<file path="config.mk">
export PLATFORM = sky130hd
export DESIGN_NAME = park_iter
export DESIGN_NICKNAME = d
export VERILOG_FILES = /design/src/rtl/foc_pkg.sv /design/src/rtl/cordic_quadrant_fold.sv /design/src/rtl/park_iter.sv
export SDC_FILE = /design/constraint.sdc
export NUM_CORES = 1
export LEC_CHECK = 0
export ABC_AREA = 0
export CORE_MARGIN = 3
export CORE_UTILIZATION = 49
export DETAILED_ROUTE_END_ITERATION = 6
export GPL_ROUTABILITY_DRIVEN = 0
export HOLD_SLACK_MARGIN = 0.05
export PLACE_DENSITY = 0.77
export SYNTH_ARGS = -nofsm -noshare
export SYNTH_HDL_FRONTEND = slang
export SYNTH_SLANG_ARGS = --single-unit
export TNS_END_PERCENT = 50
</file>
<file path="constraint.sdc">
create_clock -name clk -period 8.5 [get_ports clk]
set_clock_uncertainty 0.15 [all_clocks]
set_input_delay 1.7 -clock clk [delete_from_list [all_inputs] [get_ports clk]]
set_output_delay 1.7 -clock clk [all_outputs]
set_load 0.005 [all_outputs]
</file>
<file path="src/rtl/foc_pkg.sv">
// rtl/foc_pkg.sv - shared constants, CORDIC tables, FSM states and helpers for the FOC datapath
package foc_pkg;

    // Angle constants below are tabulated at this many fractional bits.
    localparam int ANGLE_FRAC  = 8;
    localparam int PI          = 804;
    localparam int PI_2        = 402;
    localparam int K_INV       = 39797;
    localparam int K_INV_SHIFT = 16;

    localparam int CORDIC_ATAN [16] = '{201, 119, 63, 32, 16, 8, 4, 2, 1, 0, 0, 0, 0, 0, 0, 0};

    typedef enum logic [2:0] {
        IDLE,
        FOLD,
        ROTATE,
        SCALE,
        DONE
    } foc_state_e;

    // Rescale an ANGLE_FRAC angle constant to another fixed-point format (exact at ANGLE_FRAC).
    function automatic int scale_angle(input int v, input int frac);
        if (frac >= ANGLE_FRAC) begin
            return v <<< (frac - ANGLE_FRAC);
        end
        return (v + (1 <<< (ANGLE_FRAC - frac - 1))) >>> (ANGLE_FRAC - frac);
    endfunction

    function automatic logic signed [31:0] sat_to_width(input logic signed [31:0] v, input int w);
        logic signed [31:0] hi;
        logic signed [31:0] lo;
        hi = (32'sd1 <<< (w - 1)) - 32'sd1;
        lo = -(32'sd1 <<< (w - 1));
        if (v > hi) begin
            return hi;
        end
        if (v < lo) begin
            return lo;
        end
        return v;
    endfunction

endpackage

</file>
<file path="src/rtl/cordic_quadrant_fold.sv">
// rtl/cordic_quadrant_fold.sv - combinational +/-90 degree pre-rotation bringing the angle into CORDIC range
module cordic_quadrant_fold #(
    parameter int WIDTH      = 12,
    parameter int PI_2_ANGLE = 402
) (
    input  logic signed [WIDTH-1:0] x_i,
    input  logic signed [WIDTH-1:0] y_i,
    input  logic signed [WIDTH-1:0] angle_i,
    output logic signed [WIDTH+1:0] x_o,
    output logic signed [WIDTH+1:0] y_o,
    output logic signed [WIDTH:0]   z_o
);
    localparam int XW = WIDTH + 2;
    localparam int ZW = WIDTH + 1;
    localparam logic signed [ZW-1:0] PI_2_Z = ZW'(PI_2_ANGLE);

    logic signed [XW-1:0] xe;
    logic signed [XW-1:0] ye;
    logic signed [ZW-1:0] ae;

    assign xe = XW'(x_i);
    assign ye = XW'(y_i);
    assign ae = ZW'(angle_i);

    // Rotating by -angle: a -90 degree step maps (x, y) to (y, -x), a +90 degree step to (-y, x).
    always_comb begin
        x_o = xe;
        y_o = ye;
        z_o = ae;
        if (ae > PI_2_Z) begin
            x_o = ye;
            y_o = -xe;
            z_o = ae - PI_2_Z;
        end else if (ae < -PI_2_Z) begin
            x_o = -ye;
            y_o = xe;
            z_o = ae + PI_2_Z;
        end
    end

endmodule

</file>
<file path="src/rtl/park_iter.sv">
// rtl/park_iter.sv - iterative CORDIC forward Park transform: (alpha, beta) rotated by -angle into (d, q)
module park_iter
    import foc_pkg::*;
#(
    parameter int WIDTH           = 12,
    parameter int FRACTIONAL_BITS = 8,
    parameter int ITERATIONS      = 10
) (
    input  logic                    clk,
    input  logic                    rst,
    input  logic                    in_valid,
    output logic                    in_ready,
    input  logic signed [WIDTH-1:0] alpha,
    input  logic signed [WIDTH-1:0] beta,
    input  logic signed [WIDTH-1:0] angle,
    output logic                    out_valid,
    input  logic                    out_ready,
    output logic signed [WIDTH-1:0] d,
    output logic signed [WIDTH-1:0] q
);
    localparam int XW     = WIDTH + 2;
    localparam int ZW     = WIDTH + 1;
    localparam int PI_2_S = scale_angle(PI_2, FRACTIONAL_BITS);

    foc_state_e state_q, state_d;
    logic [3:0] iter_q, iter_d;

    logic signed [WIDTH-1:0] alpha_q, alpha_d;
    logic signed [WIDTH-1:0] beta_q, beta_d;
    logic signed [WIDTH-1:0] angle_q, angle_d;
    logic signed [XW-1:0]    x_q, x_d;
    logic signed [XW-1:0]    y_q, y_d;
    logic signed [ZW-1:0]    z_q, z_d;
    logic signed [WIDTH-1:0] d_out_q, d_out_d;
    logic signed [WIDTH-1:0] q_out_q, q_out_d;

    logic signed [XW-1:0] fold_x;
    logic signed [XW-1:0] fold_y;
    logic signed [ZW-1:0] fold_z;
    logic signed [XW-1:0] x_sh;
    logic signed [XW-1:0] y_sh;
    logic signed [ZW-1:0] atan_z;
    logic signed [31:0]   prod_x;
    logic signed [31:0]   prod_y;
    logic signed [31:0]   rnd_x;
    logic signed [31:0]   rnd_y;

    cordic_quadrant_fold #(
        .WIDTH      (WIDTH),
        .PI_2_ANGLE (PI_2_S)
    ) u_fold (
        .x_i     (alpha_q),
        .y_i     (beta_q),
        .angle_i (angle_q),
        .x_o     (fold_x),
        .y_o     (fold_y),
        .z_o     (fold_z)
    );

    assign x_sh   = x_q >>> iter_q;
    assign y_sh   = y_q >>> iter_q;
    assign atan_z = ZW'(scale_angle(CORDIC_ATAN[iter_q], FRACTIONAL_BITS));

    // Gain compensation with round-half-up before the final shift.
    assign prod_x = 32'(x_q) * K_INV;
    assign prod_y = 32'(y_q) * K_INV;
    assign rnd_x  = (prod_x + (32'sd1 <<< (K_INV_SHIFT - 1))) >>> K_INV_SHIFT;
    assign rnd_y  = (prod_y + (32'sd1 <<< (K_INV_SHIFT - 1))) >>> K_INV_SHIFT;

    always_comb begin
        state_d   = state_q;
        iter_d    = iter_q;
        alpha_d   = alpha_q;
        beta_d    = beta_q;
        angle_d   = angle_q;
        x_d       = x_q;
        y_d       = y_q;
        z_d       = z_q;
        d_out_d   = d_out_q;
        q_out_d   = q_out_q;
        in_ready  = 1'b0;
        out_valid = 1'b0;
        case (state_q)
            IDLE: begin
                in_ready = !rst;
                if (in_valid && !rst) begin
                    alpha_d = alpha;
                    beta_d  = beta;
                    angle_d = angle;
                    state_d = FOLD;
                end
            end
            FOLD: begin
                x_d     = fold_x;
                y_d     = fold_y;
                z_d     = fold_z;
                iter_d  = 4'd0;
                state_d = ROTATE;
            end
            ROTATE: begin
                // Drive z toward zero; each step rotates (x, y) by -sigma*atan(2^-i).
                if (z_q[ZW-1]) begin
                    x_d = x_q - y_sh;
                    y_d = y_q + x_sh;
                    z_d = z_q + atan_z;
                end else begin
                    x_d = x_q + y_sh;
                    y_d = y_q - x_sh;
                    z_d = z_q - atan_z;
                end
                iter_d = iter_q + 4'd1;
                if (iter_q == 4'(ITERATIONS - 1)) begin
                    state_d = SCALE;
                end
            end
            SCALE: begin
                d_out_d = WIDTH'(sat_to_width(rnd_x, WIDTH));
                q_out_d = WIDTH'(sat_to_width(rnd_y, WIDTH));
                state_d = DONE;
            end
            DONE: begin
                out_valid = !rst;
                if (out_ready) begin
                    state_d = IDLE;
                end
            end
            default: state_d = IDLE;
        endcase
    end

    always_ff @(posedge clk) begin
        if (rst) begin
            state_q <= IDLE;
            iter_q  <= '0;
            alpha_q <= '0;
            beta_q  <= '0;
            angle_q <= '0;
            x_q     <= '0;
            y_q     <= '0;
            z_q     <= '0;
            d_out_q <= '0;
            q_out_q <= '0;
        end else begin
            state_q <= state_d;
            iter_q  <= iter_d;
            alpha_q <= alpha_d;
            beta_q  <= beta_d;
            angle_q <= angle_d;
            x_q     <= x_d;
            y_q     <= y_d;
            z_q     <= z_d;
            d_out_q <= d_out_d;
            q_out_q <= q_out_d;
        end
    end

    assign d = d_out_q;
    assign q = q_out_q;

endmodule

</file>
==> results.md, run 1 <==
- Critical Path RT: 8.57 ns
- DR pass1 iterations: 6
- GRT Total Usage: 24.57%
- FILL cells: 3100
- Grt ovf: 0
- Worst Hold Class: reg2reg
- Main combinational cell family by area after synthesis: adder cells
- Hold_sp: z_q[9]$_SDFFE_PP0P_
- Cells on Worst Hold Path: 2
- Max Clock Freq: 139.4 MHz
- Height of the chip: 193.1 um
- Synthesized area: 17150 um2
- Post-route ant nets: 0
- Clock period minus final worst setup slack: 7.176 ns
- Top Ports: 66
- Worst-path clk slew: 0.09 ns
- Seq/Total Area, Yosys: 12.61%
- Avg Vias per Cell: 6.070
- Synth cell types: 80
- Synth Area in XOR/XNOR: 4.436%
- Tightest Pin Transition: 1.081 ns
- RSZ-0062 raised after global routing: no
- First-pass GRT wire length: 73.56 mm
- RR Startpoint: x_q[12]$_SDFFE_PP0P_
- Worst-skew pair later-pin latency: 0.39 ns
- Crit path kind: reg2reg
- Post-synthesis compound-gate area fraction: 17.65%
- Worst path slowest cell: dfxtp_1
- Clk root buf: clkbuf_16
- Final hold violation count: 0
- Post-CTS Resized: 0
- Outcome: finished clean
- Initial antenna violation count: 1
- Antenna cells: 0
- GR Util met2: 40.58%
- Placeable Area: 34040 um2
- Total CTS buffers: 9
- Most frequent cell after synthesis: ha_1
- Area delta synth->final: 7.522%
- Adder-Cell Fraction of Synth Area: 39.40%
- Final period util: 84.42%
- Met3 Use GR: 4.411%
- CP dominant cell by count: fa_1
- Worst reg-to-reg path cell count: 18
- Sink of the worst hold path: z_q[9]$_SDFFE_PP0P_
- Post-synth top area cell: ha_1
- Reg2reg end: d[2]$_SDFFE_PP0P_
- Via count: 14830
- DR DRC count: 0
- Setup bufs post-CTS: 0
- Post-synth ARST share: 0%
- Number of global-route vias before repair: 14390
- Final setup fails: 0
- Max Cap Viol: 0
- Starting Density: 50.39%
- Share of the synthesized area in the top cell type: 20.14%
- Worst path cell trace: fa_1 > ha_1 > fa_1 > fa_1 > inv_1 > fa_1 > inv_1 > ha_1 > ha_1 > a21oi_1 > o21ai_0 > o21ai_0 > nor4b_1 > o21a_1 > o21ai_0 > a2111o_1 > o211ai_1 > a211oi_1
- Post-synth top cells: ha_1, inv_1, nand2_1
- Final Routed Wirelength: 45.16 mm
- DIE AREA: 37280 um2
- GR met1 Demand/Resource: 32.90%
- Max stage delay on crit path: 0.88 ns
- Pin count of the biggest net entering global routing: 74
- Fin. max-slew vios: 0
- Largest cells by area after synthesis: ha_1, fa_1, dfxtp_1, inv_1, nand2_1
- Critical Path Fanout Max: 17
- Port bufs: 65
- Fraction of layout cells with a size suffix above 1: 4.762%
- Area of the multi-input gates: 13780 um2
- Syn_area_per_cell: 8.635 um2
- Global routing's busiest layer: met2
- DP HPWL: 35.51 mm
- Register area: 2165 um2
- Synthesis-stage register bit count: 108
- Relative max-transition margin: 27.84%
- Crit path DAT: 7.24 ns
- CTS tree: yes
- Die width: 193.1 um
- Post-synth net total: 2467
- Critical Path End Type: flip-flop
- Simple-gate share of the synthesized area: 14.40%
- CTS sink count: 108
- Nets: 2471
- Synth Flop Type: dfxtp_1
- Post-Syn Instances: 1986
- EDFF count, synth: 0
- DR iter-0 viols: 1277
- Site Rows: 67
- Total negative slack: 0 ns
- Clk buf depth: 2
- Yosys Warn Count: 0
- Crit start category: flip-flop
- Internal reg-to-reg setup slack: 1.32 ns
- H-Tree Depth: 3
- Mux share of post-synthesis cell area: 4.407%
- CTS Hold Bufs: 0
- Wire per inst: 18.49 um
## flip-flops by register name (all words and copies together), names as in the netlist
signal and flops:
iter_q 4, state_q 3, y_q 14, angle_q 12
beta_q 12, x_q 14, q 12, d 12
alpha_q 12, z_q 13
## logic make-up after synthesis
family / after synthesis
DFF: 108
xor gates and xnor gates: 86
AOI/OAI and AO/OA: 453
adders and majority gates: 441
and+or+nand+nor: 533
buffers and inverters: 318
muxes: 47
## routing by layer
| metal | routed length (um) | share of wire [%] |
|---|---|---|
| met5 | 0 | 0 |
| met4 | 1325 | 2.9 |
| met3 | 3095 | 6.9 |
| met2 | 21080 | 47 |
| met1 | 19660 | 44 |
## worst max-delay path by stage
| stage | start | to | slack, ns | depth (start not counted) |
|---|---|---|---|---|
| 3_3_place_gp | x_q[10]$_SDFFE_PP0P_ | d[0]$_SDFFE_PP0P_ | 1.66 | 20 |
| 6_report | x_q[12]$_SDFFE_PP0P_ | d[2]$_SDFFE_PP0P_ | 1.32 | 18 |
| 4_1_cts | x_q[10]$_SDFFE_PP0P_ | d[2]$_SDFFE_PP0P_ | 1.39 | 20 |
| 3_5_place_dp | x_q[10]$_SDFFE_PP0P_ | d[2]$_SDFFE_PP0P_ | 1.43 | 20 |
| 5_1_grt | x_q[10]$_SDFFE_PP0P_ | d[2]$_SDFFE_PP0P_ | 0.90 | 20 |
| 2_1_floorplan | x_q[5]$_SDFFE_PP0P_ | d[0]$_SDFFE_PP0P_ | 2.28 | 19 |
## metrics by stage
stage	worst slack, ns	instances	cell area [um2]	hold WS [ns]	util, %
6_report	1.324	2443	18440	0.3184	54.18
5_1_grt	0.9038	2443	18440	0.3659	54.18
4_1_cts	1.392	2443	18440	0.3215	54.18
3_5_place_dp	1.425	2427	18130	0.3094	53.28
3_3_place_gp	1.664	2427	18130	0.3057	53.28
2_1_floorplan	2.280	1986	17150	0.2906	-
## critical path, delay by kind of cell, from the launching register on
family          cells  cell delay [ns]
fa+ha+maj           7             3.19
flops               1             0.88
simple gates        1             0.77
buf+inv             2             0.09
compound gates      8             1.91
## cells in the final DEF, fill, tap and decap left out, types with 15 or more instances in the layout
cell,synthesis,routed
mux4_2,22,22
o31ai_1,19,19
o21ai_0,82,82
fa_1,165,165
nor2_1,151,150
nor3b_1,15,15
mux2i_1,17,17
xor2_1,39,39
buf_4,3,16
inv_1,229,229
nand2_1,178,178
o211ai_1,16,16
a211oi_1,51,51
clkdlybuf4s50_1,0,64
nand3_1,49,49
a21o_1,25,25
ha_1,276,276
a221oi_1,18,18
nor3_1,43,43
a21oi_1,116,116
dfxtp_1,108,106
xnor2_1,46,46
## final cells by class
cell class                 count  area share [%]
multi-input combinational   1560           74.72
timing repair buffer          81           4.153
sequential                   108           11.74
clock buffer                   9           1.221
inverter                     230           4.682
clock inverter                 7          0.4411
tap                          448           3.040
Power of run 1 is not shown: default switching activity piles up to over one toggle a cycle in this logic, so the estimate is an artifact.
==> run 2, diff against run 1 <==
- clock period: 8.5 -> 6.65 ns (I/O delays scaled with it)
==> run 2 against run 1 <==
Effect of this change: count of clock-buffer cells in the layout stayed put; fmax up 13%; critical path depth up 2; register-to-register slack worse by 1.0 ns; non-clock buffer count grew 40; cell area increased by 1.9%; utilization is 1.0 points higher; via count increased by 0.42%; die area is the same; flip-flop and latch count did not move; sequential share of layout area is 0.18 points lower; wire length decreased by 0.39%; highest routed layer is now met5.
==> results.md, run 2 (synthesis gave the netlist of run 1 again) <==
- Critical path buffers and inverters: 5 (was 2)
- Area of the multi-input gates: 13830 um2 (was 13780 um2)
- First-pass GRT wire length: 74.40 mm (was 73.56 mm)
- Placed Cells: 2466 (was 2427)
- Outcome: finished clean (unchanged)
- Area delta synth->final: 9.587% (was 7.522%)
- H-Tree Depth: 3 (unchanged)
- Final Non-Filler Cells: 2483 (was 2443)
- Final period util: 95.67% (was 84.42%)
- RSZ-0062 raised after global routing: no (unchanged)
- Place WS: -0.1632 ns (was 1.425 ns)
- Site Rows: 67 (unchanged)
- Worst path cell trace: ha_1 > inv_1 > fa_1 > inv_1 > fa_1 > fa_1 > fa_1 > inv_1 > fa_1 > inv_1 > ha_1 > a211oi_2 > inv_1 > a211oi_2 > o21ai_1 > a2111oi_2 > nor3_1 > nor4_2 > o221a_2 > o32ai_1 (was fa_1 > ha_1 > fa_1 > fa_1 > inv_1 > fa_1 > inv_1 > ha_1 > ha_1 > a21oi_1 > o21ai_0 > o21ai_0 > nor4b_1 > o21a_1 > o21ai_0 > a2111o_1 > o211ai_1 > a211oi_1)
- Most common cell after layout, fill and taps aside: ha_1 (unchanged)
- Fraction of layout cells with a size suffix above 1: 7.273% (was 4.762%)
- Clk root buf: clkbuf_16 (unchanged)
- Wire per inst: 18.12 um (was 18.49 um)
- Nets: 2512 (was 2471)
- Register area: 2172 um2 (was 2165 um2)
- Tightest Pin Transition: 1.047 ns (was 1.081 ns)
- CTS sink count: 108 (unchanged)
- Placeable Area: 34040 um2 (unchanged)
- Max Clock Freq: 157.2 MHz (was 139.4 MHz)
- Clock period minus final worst setup slack: 6.362 ns (was 7.176 ns)
- DP HPWL: 36.07 mm (was 35.51 mm)
- Crit path kind: reg2reg (unchanged)
- Worst Hold Class: reg2reg (unchanged)
- Grt ovf: 0 (unchanged)
- CTS tree: yes (unchanged)
- Avg Vias per Cell: 5.997 (was 6.070)
- FILL cells: 3061 (was 3100)
- Worst path slowest cell: fa_1 (was dfxtp_1)
- Worst Slack Setup Final: 0.2883 ns (was 1.324 ns)
- Post-route ant nets: 0 (unchanged)
- Delay-heaviest family, CP: adder cells (unchanged)
- Util after Layout: 55.22% (was 54.18%)
- Total negative slack: 0 ns (unchanged)
- Worst-path clk slew: 0.08 ns (was 0.09 ns)
- Crit path DAT: 6.45 ns (was 7.24 ns)
- Final setup fails: 0 (unchanged)
- Top flop regs: x_q x14, y_q x14, z_q x13 (unchanged)
- Critical Path Fanout Max: 6 (was 17)
- Port bufs: 65 (unchanged)
- Top Ports: 66 (unchanged)
- DR DRC count: 0 (unchanged)
- Clk buf depth: 2 (unchanged)
- DIE AREA: 37280 um2 (unchanged)
- Die width: 193.1 um (unchanged)
- Relative max-transition margin: 30.19% (was 27.84%)
- Final hold violation count: 0 (unchanged)
- Commonest cells after routing, fill and taps aside: ha_1, inv_1, nand2_1 (unchanged)
- Fin. max-slew vios: 0 (unchanged)
- Height of the chip: 193.1 um (unchanged)
- GRT Total Usage: 24.69% (was 24.57%)
- Number of global-route vias before repair: 14700 (was 14390)
- Total CTS buffers: 9 (unchanged)
- Critical Path RT: 6.73 ns (was 8.57 ns)
- Pin count of the biggest net entering global routing: 74 (unchanged)
- Max stage delay on crit path: 0.56 ns (was 0.88 ns)
- Crit start category: flip-flop (unchanged)
- Worst-skew pair later-pin latency: 0.38 ns (was 0.39 ns)
- Antenna cells: 0 (unchanged)
- Initial antenna violation count: 3 (was 1)
- Max Cap Viol: 0 (unchanged)
- DR iter-0 viols: 1159 (was 1277)
- Starting Density: 50.39% (unchanged)
- DR pass1 iterations: 6 (unchanged)
- Via count: 14890 (was 14830)
- Final Routed Wirelength: 44.99 mm (was 45.16 mm)
- Critical Path End Type: flip-flop (unchanged)
[run 2: cell types whose count changed in the layout (fill, tap and decap cells not counted), moves of 2 or more]
cell | previous run | this run
dfxtp_2 | 2 | 8
o21ai_1 | 0 | 4
a211oi_2 | 1 | 5
buf_4 | 16 | 56
a211oi_1 | 51 | 47
o21ai_0 | 82 | 78
dfxtp_1 | 106 | 100
a2111oi_0 | 11 | 9
[run 2: tightest hold or removal path, stage by stage (launching register included)]
cell and delay, ns:
dfxtp_1 0.32, nand2_1 0.05, a21oi_1 0.05
[run 2: final cells by class]
| type | instances | area share, % |
|---|---|---|
| Inverter | 230 | 4.594 |
| Multi-Input combinational cell | 1561 | 73.58 |
| Clock inverter | 6 | 0.4194 |
| Sequential cell | 108 | 11.56 |
| Clock buffer | 9 | 1.198 |
| Timing Repair Buffer | 121 | 5.672 |
| Tap cell | 448 | 2.983 |
[run 2: through the flow]
stage,hold slack [ns],cell area [um2]
2_1_floorplan,0.2906,17150
3_3_place_gp,0.3082,18430
3_5_place_dp,0.3150,18430
4_1_cts,0.3267,18770
5_1_grt,0.3743,18790
6_report,0.3237,18790
[run 2: repair_timing]
item	CTS	global route
gates cloned	1	0
hold buffers	0	0
resized for setup	4	16
pin swaps	3	4
setup endpoints to repair	22	22
setup buffers	1	0
hold endpoints to repair	0	0
[run 2: routing by layer]
layer	track usage [%]	routed length (um)
met2	41.42	20900
met4	6.453	1219
met3	4.647	3376
met5	0	26
met1	32.92	19460
[run 2: final timing paths]
check	startpoint	end	slack (ns)	cells after the start
worst max-delay path	y_q[7]$_SDFFE_PP0P_	q[10]$_SDFFE_PP0P_	0.29	20
worst min-delay path	z_q[9]$_SDFFE_PP0P_	z_q[9]$_SDFFE_PP0P_	0.32	2
worst max register to register	y_q[7]$_SDFFE_PP0P_	q[10]$_SDFFE_PP0P_	0.29	20
worst min register to register	z_q[9]$_SDFFE_PP0P_	z_q[9]$_SDFFE_PP0P_	0.32	2
Power of run 2 is left out for the same reason.
==> run 3, diff against run 2 <==
- clock period: 6.65 -> 7.2 ns (I/O delays scaled with it)
==> run 3 against run 2 <==
Effect of this change: via count shrank 0.60%; wire length decreased by 1.6%; sequential share of layout area up 0.092 points; cell area down 0.85%; count of clock-buffer cells in the layout unchanged; flip-flop and latch count is the same; highest routed layer is now met4; non-clock buffer count is 18 lower.
==> results.md, run 3 (synthesis gave the netlist of run 1 again) <==
- Port bufs: 65 (unchanged)
- Critical Path End Type: flip-flop (unchanged)
- Final period util: 94.29% (was 95.67%)
- Pin count of the biggest net entering global routing: 55 (was 74)
- Critical Path RT: 7.31 ns (was 6.73 ns)
- RSZ-0062 raised after global routing: no (unchanged)
- DIE AREA: 37280 um2 (unchanged)
- Critical Path Fanout Max: 11 (was 6)
- Outcome: finished clean (unchanged)
- DR iter-0 viols: 1179 (was 1159)
- Starting Density: 50.39% (unchanged)
- Crit path DAT: 6.89 ns (was 6.45 ns)
- Initial antenna violation count: 0 (was 3)
- Commonest cells after routing, fill and taps aside: ha_1, inv_1, nand2_1 (unchanged)
- Hold_ws: 0.3286 ns (was 0.3237 ns)
- Number of global-route vias before repair: 14380 (was 14700)
- Nets: 2493 (was 2512)
- CTS sink count: 108 (unchanged)
- Cell area after placement: 18290 um2 (was 18430 um2)
- Fin. max-slew vios: 0 (unchanged)
- Avg Vias per Cell: 6.004 (was 5.997)
- Final hold violation count: 0 (unchanged)
- Clk root buf: clkbuf_16 (unchanged)
- Grt ovf: 0 (unchanged)
- First-pass GRT wire length: 72.59 mm (was 74.40 mm)
- Worst Hold Class: reg2reg (unchanged)
- Area delta synth->final: 8.660% (was 9.587%)
- Final setup fails: 0 (unchanged)
- Relative max-transition margin: 11.59% (was 30.19%)
- Antenna cells: 0 (unchanged)
- Top Ports: 66 (unchanged)
- Height of the chip: 193.1 um (unchanged)
- Place WS: 0.1681 ns (was -0.1632 ns)
- Crit path kind: reg2reg (unchanged)
- Site Rows: 67 (unchanged)
- Crit start category: flip-flop (unchanged)
- DR DRC count: 0 (unchanged)
- Top flop regs: x_q x14, y_q x14, z_q x13 (unchanged)
- Worst-skew pair later-pin latency: 0.39 ns (was 0.38 ns)
- GRT Total Usage: 24.10% (was 24.69%)
- Wire per inst: 17.97 um (was 18.12 um)
- Placeable Area: 34040 um2 (unchanged)
- Die width: 193.1 um (unchanged)
- Max Clock Freq: 147.3 MHz (was 157.2 MHz)
- Tightest Pin Transition: 1.325 ns (was 1.047 ns)
- Final Routed Wirelength: 44.29 mm (was 44.99 mm)
- FILL cells: 3081 (was 3061)
- CTS Hold Bufs: 0 (unchanged)
- DP HPWL: 34.98 mm (was 36.07 mm)
- Clk buf depth: 2 (unchanged)
- Most common cell after layout, fill and taps aside: ha_1 (unchanged)
- Fraction of layout cells with a size suffix above 1: 6.098% (was 7.273%)
- Via count: 14800 (was 14890)
- Worst-path clk slew: 0.09 ns (was 0.08 ns)
- Design Area, Final: 18630 um2 (was 18790 um2)
- DR pass1 iterations: 5 (was 6)
- Post-route ant nets: 0 (unchanged)
- Total CTS buffers: 9 (unchanged)
- Worst Slack Setup Final: 0.4109 ns (was 0.2883 ns)
- Total negative slack: 0 ns (unchanged)
- Max Cap Viol: 0 (unchanged)
- CTS tree: yes (unchanged)
- H-Tree Depth: 3 (unchanged)
- Clock period minus final worst setup slack: 6.789 ns (was 6.362 ns)
[run 3: area by class of cell]
cell class / count / area (um2) / share of cell area (%)
Clock inverter: 7 / 100.1 / 0.5372
Clock buffer: 9 / 225.2 / 1.209
Tap cell: 448 / 560.5 / 3.008
Sequential cell: 108 / 2171 / 11.65
Inverter: 230 / 863.3 / 4.633
Timing Repair Buffer: 103 / 930.9 / 4.996
Multi-Input combinational cell: 1560 / 13780 / 73.97
[run 3: path summary, 6_finish.rpt]
kind,cells past startpoint,slack (ns),start,end
worst max-delay path,18,0.41,y_q[2]$_SDFFE_PP0P_,q[10]$_SDFFE_PP0P_
worst min-delay path,2,0.33,z_q[9]$_SDFFE_PP0P_,z_q[9]$_SDFFE_PP0P_
worst max register to register,18,0.41,y_q[2]$_SDFFE_PP0P_,q[10]$_SDFFE_PP0P_
worst min register to register,2,0.33,z_q[9]$_SDFFE_PP0P_,z_q[9]$_SDFFE_PP0P_
[run 3: worst max-delay path: stages, from the launching register on]
cell and delay [ns]:
dfxtp_1 0.66, ha_1 0.42, fa_1 0.45, fa_1 0.53, fa_1 0.45, fa_1 0.54, inv_1 0.05, fa_1 0.53
inv_1 0.04, ha_1 0.35, a211oi_1 0.42, inv_1 0.10, a211oi_2 0.30, o21ai_0 0.19, a2111oi_1 0.54, nor3_1 0.14
nor4_1 0.28, o221a_2 0.39, o32ai_1 0.12
[run 3: what timing repair did]
item	CTS	global route
endpoints found under the setup margin	0	22
buffers inserted	0	1
gates resized for setup	0	6
[run 3: per-stage QoR]
stage	instances	util, %
2_1_floorplan	1986	-
3_3_place_gp	2448	53.74
3_5_place_dp	2448	53.74
4_1_cts	2464	54.69
5_1_grt	2465	54.75
6_report	2465	54.75
[run 3: metal layers]
layer  global-route usage (%)  part of all wire [%]  routed length, um
met1                    32.82                    44              19430
met2                    39.57                    46              20530
met3                    4.683                   7.6               3355
met4                    6.120                   2.2                973
met5                        0                     0                  0
Power of run 3 is left out for the same reason.
